$ cat src/rtl/ifid_skid_reg.sv
// IF/ID pipeline register: valid/ready handshake, 2-entry skid buffer, synchronous flush, rs/rt pre-decode.
// Optional decode-bubble counter is built when IFID_PERF_EN is defined; otherwise bubble_cnt is tied to 0.
module ifid_skid_reg #(
  parameter int WORD_W = 32,
  parameter int ADDR_W = 32,
  parameter int REG_W  = 5,
  parameter int CNT_W  = 16
) (
  input  logic              CLK,
  input  logic              nRST,
  input  logic              if_valid,
  output logic              if_ready,
  input  logic [WORD_W-1:0] if_instr,
  input  logic [ADDR_W-1:0] if_jaddr,
  input  logic              flush,
  output logic              id_valid,
  input  logic              id_ready,
  output logic [WORD_W-1:0] id_instr,
  output logic [ADDR_W-1:0] id_jaddr,
  output logic [REG_W-1:0]  id_rsel1,
  output logic [REG_W-1:0]  id_rsel2,
  output logic [CNT_W-1:0]  bubble_cnt,
  output logic [1:0]        dbg_state
);

  // Handshake: a word moves on if_* when if_valid & if_ready, and on id_* when id_valid & id_ready.
  // The sender holds valid and data until the transfer; id_* stay stable while id_valid & !id_ready.
  // State bits are {main_valid, skid_valid}, so both valid flags come straight off the state flops.
  typedef enum logic [1:0] {
    EMPTY = 2'b00,
    FULL  = 2'b10,
    SKID  = 2'b11
  } state_t;

  state_t state, state_n;

  logic acc, take;
  logic load_in, load_skid, skid_we, zero_main;

  logic [WORD_W-1:0] skid_instr;
  logic [ADDR_W-1:0] skid_jaddr;

  assign if_ready  = ~state[0];
  assign id_valid  = state[1];
  assign dbg_state = state;

  assign acc  = if_valid & if_ready;
  assign take = id_valid & id_ready;

  always_ff @(posedge CLK or negedge nRST) begin
    if (!nRST) state <= EMPTY;
    else       state <= state_n;
  end

  always_comb begin
    state_n   = state;
    load_in   = 1'b0;
    load_skid = 1'b0;
    skid_we   = 1'b0;
    zero_main = 1'b0;
    if (flush) begin
      state_n   = EMPTY;
      zero_main = 1'b1;
    end else begin
      case (state)
        EMPTY: begin
          if (acc) begin
            state_n = FULL;
            load_in = 1'b1;
          end
        end
        FULL: begin
          if (acc && take) begin
            load_in = 1'b1;
          end else if (acc) begin
            state_n = SKID;
            skid_we = 1'b1;
          end else if (take) begin
            state_n = EMPTY;
          end
        end
        SKID: begin
          if (take) begin
            state_n   = FULL;
            load_skid = 1'b1;
          end
        end
        default: state_n = EMPTY;
      endcase
    end
  end

  // Pre-decode is recomputed from whichever word lands in main, including the skid refill.
  always_ff @(posedge CLK or negedge nRST) begin
    if (!nRST) begin
      id_instr <= '0;
      id_jaddr <= '0;
      id_rsel1 <= '0;
      id_rsel2 <= '0;
    end else if (zero_main) begin
      id_instr <= '0;
      id_jaddr <= '0;
      id_rsel1 <= '0;
      id_rsel2 <= '0;
    end else if (load_in) begin
      id_instr <= if_instr;
      id_jaddr <= if_jaddr;
      id_rsel1 <= if_instr[21+REG_W-1:21];
      id_rsel2 <= if_instr[16+REG_W-1:16];
    end else if (load_skid) begin
      id_instr <= skid_instr;
      id_jaddr <= skid_jaddr;
      id_rsel1 <= skid_instr[21+REG_W-1:21];
      id_rsel2 <= skid_instr[16+REG_W-1:16];
    end
  end

  // Skid payload is only meaningful while skid_valid, so it carries no reset.
  always_ff @(posedge CLK) begin
    if (skid_we) begin
      skid_instr <= if_instr;
      skid_jaddr <= if_jaddr;
    end
  end

`ifdef IFID_PERF_EN
  localparam logic [CNT_W-1:0] CNT_MAX = '1;
  localparam logic [CNT_W-1:0] CNT_ONE = {{(CNT_W-1){1'b0}}, 1'b1};
  logic [CNT_W-1:0] bubble_q;

  always_ff @(posedge CLK or negedge nRST) begin
    if (!nRST) begin
      bubble_q <= '0;
    end else if (!id_valid && id_ready && !flush && bubble_q != CNT_MAX) begin
      bubble_q <= bubble_q + CNT_ONE;
    end
  end

  assign bubble_cnt = bubble_q;
`else
  assign bubble_cnt = '0;
`endif

endmodule

$ cat config.mk
export PLATFORM = sky130hd
export DESIGN_NAME = ifid_skid_reg
export DESIGN_NICKNAME = d
export VERILOG_FILES = /design/src/rtl/ifid_skid_reg.sv
export SDC_FILE = /design/constraint.sdc
export NUM_CORES = 1
export LEC_CHECK = 0
export CORE_MARGIN = 5
export CORE_UTILIZATION = 45
export CTS_CLUSTER_SIZE = 40
export DETAILED_ROUTE_END_ITERATION = 8
export PLACE_DENSITY = 0.76
export SYNTH_ARGS = -nofsm -noshare
export SYNTH_HDL_FRONTEND = slang
export SYNTH_SLANG_ARGS = --single-unit
$ cat constraint.sdc
create_clock -name CLK -period 7.6 [get_ports CLK]
set_input_delay 2.28 -clock CLK [delete_from_list [all_inputs] [get_ports CLK]]
set_output_delay 2.28 -clock CLK [all_outputs]
set_load 0.03 [all_outputs]
# Word level (Yosys, flattened, before mapping)
# Index checks and enable logic that the tools add are counted.
[op_classes] n_eq_ne=6 n_mux=30 bitwise_logic=3 n_reduce_logical=4
[op_table] op="$mux 32" count=6
[op_table] op="$mux 5" count=6
[op_table] op="$mux 2" count=6
[op_table] op="$mux 1" count=10
[op_table] op="$ne 3x3->1 const B" count=3
[op_table] op="$pmux 2 s3" count=1
[op_table] op="$eq 2x2->1 const B" count=2
[op_table] op="$ne 4x4->1 const B" count=1
[op_table] op="$reduce_and 4->1" count=1
[op_table] op="$reduce_bool 3->1" count=1
[op_table] op="$and 1x1->1" count=2
[op_table] op="$logic_not 2->1" count=1
[op_table] op="$pmux 1 s2" count=1
[op_table] op="$logic_and 1x1->1" count=1
[op_table] op="$not 1->1" count=1
[word_totals] regBits=140 out_inout_bits=94 wordCells=50

# Depth between registers and ports, before layout
[depth] ltp_word=8 mapped_depth=8 ltp_nobuf=6

# Worst setup path after synthesis
# OpenSTA, ideal clock, no wires.
[synth_path] path_type="input to register" from="input flush" to="register skid_instr[0], enable pin" setup_time_ns=0.565 arrival_time_ns=6.849 t_required_ns=7.035 slack_ns=0.186 cell_stages=2 n_path_buf=1 cell_sequence="buf_2 nor3_1"
[synth_between] elab_chain_len=1
[synth_rtl] item="start: declaration" line_no="15" rtl="input logic flush,"
[synth_rtl] item="$mux 1" line_no="61" rtl="if (flush) begin"
[synth_rtl] item="named net skid_we" line_no="38" rtl="logic load_in, load_skid, skid_we, zero_main;"
[synth_rtl] item="end signal: assignment" line_no="121" rtl="skid_instr <= if_instr;"
[synth_rtl] item="end: declaration" line_no="40" rtl="logic [WORD_W-1:0] skid_instr;"
# The timed path passes the listed nets, and every way through them passes these cells.
# A chain may end at the register's enable or synchronous reset.

# Final worst setup path
[layout_path] from="input id_ready" to="register id_jaddr[26]"
[layout_between] elab_chain_len=7 word_cells_on_any_way=11 cone_classes="mux (8); bitwise (1); reduce/logical (2)"
[layout_rtl] item="start: declaration" line_no="17" rtl="input logic id_ready,"
[layout_rtl] item="$and 1x1->1 (*)" line_no="48" rtl="assign take = id_valid & id_ready;"
[layout_rtl] item="$logic_and 1x1->1" line_no="73" rtl="if (acc && take) begin"
[layout_rtl] item="$mux 1" line_no="73"
[layout_rtl] item="$pmux 1 s2" line_no="65" rtl="case (state)"
[layout_rtl] item="$mux 1" line_no="61"
[layout_rtl] item="$mux 32" line_no="105" rtl="end else if (load_in) begin"
[layout_rtl] item="$mux 32" line_no="100" rtl="end else if (zero_main) begin"
[layout_rtl] item="end signal: assignment" line_no="107" rtl="id_jaddr <= if_jaddr;"
[layout_rtl] item="end signal: assignment" line_no="112" rtl="id_jaddr <= skid_jaddr;"
[layout_rtl] item="end: declaration" line_no="19" rtl="output logic [ADDR_W-1:0] id_jaddr,"
# Every way passes the cells marked *; elsewhere a longest branch is shown, timed or not.

==> impl_results.md <==
- GRT overflow: 0
- Synthesis-to-finish area growth: 32.2%
- Routed WL: 12600 um
- Setup bufs post-CTS: 0
- Clock Tree Root: clkbuf_16
- Leak: approximately 3.3 nW
- Slew margin rel.: 0.398
- Crit path launch: id_ready
- Crit start category: input pin
- DP HPWL: a little over 8000 um
- I/O pin cnt: 163
- DP Area: 7210 um2
- Worst-Skew Late Latency: about 0.40 ns
- Critical-path cell list: clkdlybuf4s50_1, a31oi_1, or2_4, buf_4, nor2_1, a211oi_2
- Cell Pwr Density: 338 nW/um2
- Tmin final: 4.53 ns
- Clock transition at the registers of the reported paths: 0.05 ns
- Worst path depth: 6
- Arr. time, crit path: between 4 and 5 ns
- Max Freq: between 200 and 250 MHz
- DR vias/cell: between 5 and 6
- Cts hold-fix bufs: 0
- Cell count after synthesis: 400
- Average size of a mapped cell: 14.7 um2
- Slowest Stage Delay on Critical Path: approximately 0.76 ns
- Worst Tran Pin Value: 0.903 ns
- R2r setup slk: around 4.5 ns
- FF-to-FF path depth: 7
- GRT Total Usage: 0.164
- # diodes: 0
- Starting density of the core: 0.461
- Post-Syn Area: ~6000 um2
- Synth area leaders: edfxtp_1, dfrtp_1, a211oi_2, mux2i_1, buf_4
- Worst-path maximum fanout: 66
- Sequential cell area fraction in the yosys report: 0.609
- Predominant post-synthesis flop cell: dfrtp_1
- DR vias: 3607
- Worst R2R End: id_jaddr[26]
- Max Root-Sink Buffers: 2
- Post-synth EDFFs: 64
- Status: finished, final reports clean
- Data required, critical path: 7.91 ns
- Most common cell in the netlist: dfrtp_1
- CTS buffer count: 17
- Crit. End Element: flip-flop
- Die X-Extent: 124 um
- Post-synth cell types: 25
- Post-route DRC: 0
- CP max stage cell: buf_4
- IO Port Bufs: ~150
- Worst setup endpoint: id_jaddr[26]
- Unrepaired setup endpoints after global routing: no
- DIE AREA: about 15000 um2
- Delay-heaviest family, CP: buffers and inverters
- Vert. Die Dim: ~120 um
- Pre-Repair DR Iteration Count: 4
- DRT antenna net count: 0
- Crit path kind: input pin to flip-flop
- Synth cell count leaders: dfrtp_1, mux2i_1, a211oi_2, edfxtp_1, nor2_1
- Setup TNS: 0 ns
- PnR Total Power: 0.00262 W
- Reg-to-reg startpoint: dbg_state[1]
- Max Transition Viols Final: 0
- Mean routed wirelength per cell: around 18 um
- Largest net degree at the start of global routing: between 60 and 70
- Final instance area: approximately 7800 um2
- CTS H-tree lvls: 4
- Final worst-path cycle share: 0.596
- Layout net count: around 600
- Hold crit path type: flip-flop to flip-flop
- Clock Skew: roughly 0.005 ns
- Area share of the largest cell type after synthesis: 0.327
- Resize count post-CTS: 0
- First-pass GRT wire length: just over 20000 um
- Bufs and invs on worst path: 2
- Core area: 12700 um2
- Initial antenna violation count: 0
- Placer Congestion: between 0.7 and 0.8
- Share of cells above drive strength 1: 0.184
- Number of synthesized register bits: 130
- Vias in the first global route: 3775
- Final Hold Vio Count: 0
- Area leader, netlist: edfxtp_1
- CTS tree: built
- Fraction of registers with async set/reset: 0.508
- CTS sink count: between 100 and 150
- Number of cell rows: between 40 and 50
- Final setup vio count: 0
- Maxcap violations: 0
- IR drop worst, VDD: approximately 0.15 mV
- Yosys warnings: 0
- Initial drt markers: roughly 250
-- worst min path at each step --
| stage | depth (start not counted) | slack [ns] | to | from |
|---|---|---|---|---|
| global placement | 2 | 0.61 | id_instr[5] | skid_instr[5] |
| detailed placement | 2 | 0.63 | id_instr[31] | skid_instr[31] |
| floorplan | 2 | 0.61 | id_jaddr[21] | skid_jaddr[21] |
| CTS | 2 | 0.63 | id_instr[31] | skid_instr[31] |
| finish | 2 | 0.63 | id_jaddr[3] | skid_jaddr[3] |
| global route | 2 | 0.65 | id_instr[31] | skid_instr[31] |
-- placed cells by master (no fill, tap or decap) --
master / count
a211o_1: 1
a211oi_1: 1
a211oi_2: 64
a21boi_0: 1
a21oi_1: 1
a22oi_1: 1
a31oi_1: 1
buf_4: 7
bufinv_16: 2
clkbuf_1: 2
clkbuf_16: 17
clkdlybuf4s50_1: 144
clkinv_1: 5
clkinv_2: 2
clkinvlp_4: 4
conb_1: 16
dfrtp_1: 66
edfxtp_1: 64
ha_1: 4
inv_1: 2
mux2i_1: 65
nand2_1: 2
nand2b_1: 1
nand2b_4: 1
nand3_1: 1
nand3_4: 1
nor2_1: 64
nor3_2: 1
or2_4: 1
xnor2_1: 1
-- per-stage QoR --
step           utilization  hold WS [ns]  instances  worst slack (ns)
2_1_floorplan            -         0.606        415             0.186
3_3_place_gp         0.567         0.615        683              2.75
3_5_place_dp         0.567         0.625        683              2.68
4_1_cts              0.610         0.634        715              3.07
5_1_grt              0.610         0.645        715              2.90
6_report             0.610         0.628        715              3.07
-- state kept, by name (all words and copies together), names as in the netlist --
name / count
id_instr: 32
id_jaddr: 32
skid_instr: 32
skid_jaddr: 32
dbg_state: 2
-- kinds of logic after synthesis --
logic type | count (synthesis) | synth area share
buf+inv | 57 | 0.0765
simple gates | 72 | 0.0497
mux | 65 | 0.111
other cells | 1 | 0.000639
flops | 130 | 0.609
xor+xnor | 1 | 0.00149
fa+ha+maj | 4 | 0.00853
compound gates | 70 | 0.144
-- tightest hold or removal path, delay by kind of cell, from the launching register on --
family / cells / cell delay (ns)
AOI/OAI and AO/OA: 1 / 0.08
DFF: 1 / 0.35
muxes: 1 / 0.15
-- metal layers --
layer | vias up | GRT usage | part of all wire
met5 | - | 0 | 0
met3 | 13 | 0.0587 | 0.064
met1 | 1773 | 0.209 | 0.44
li1 | 1691 | - | -
met4 | 0 | 0.0548 | 0.010
met2 | 130 | 0.258 | 0.48
-- area by class of cell --
class / count / area (um2)
fill: 1011 / 4960
sequential: 130 / 3570
multi-input combinational: 228 / 1920
timing repair buffer: 151 / 1490
clock buffer: 19 / 433
tap: 172 / 215
clock inverter: 13 / 119
inverter: 2 / 7.51
-- power by group --
group / switching (W) / internal (W) / total [W]
logic: 0.000546 / 0.000374 / 0.000920
clock network: 0.000280 / 0.000475 / 0.000755
registers: 0.0000749 / 0.000872 / 0.000947
(Power assumes the default switching activity.)
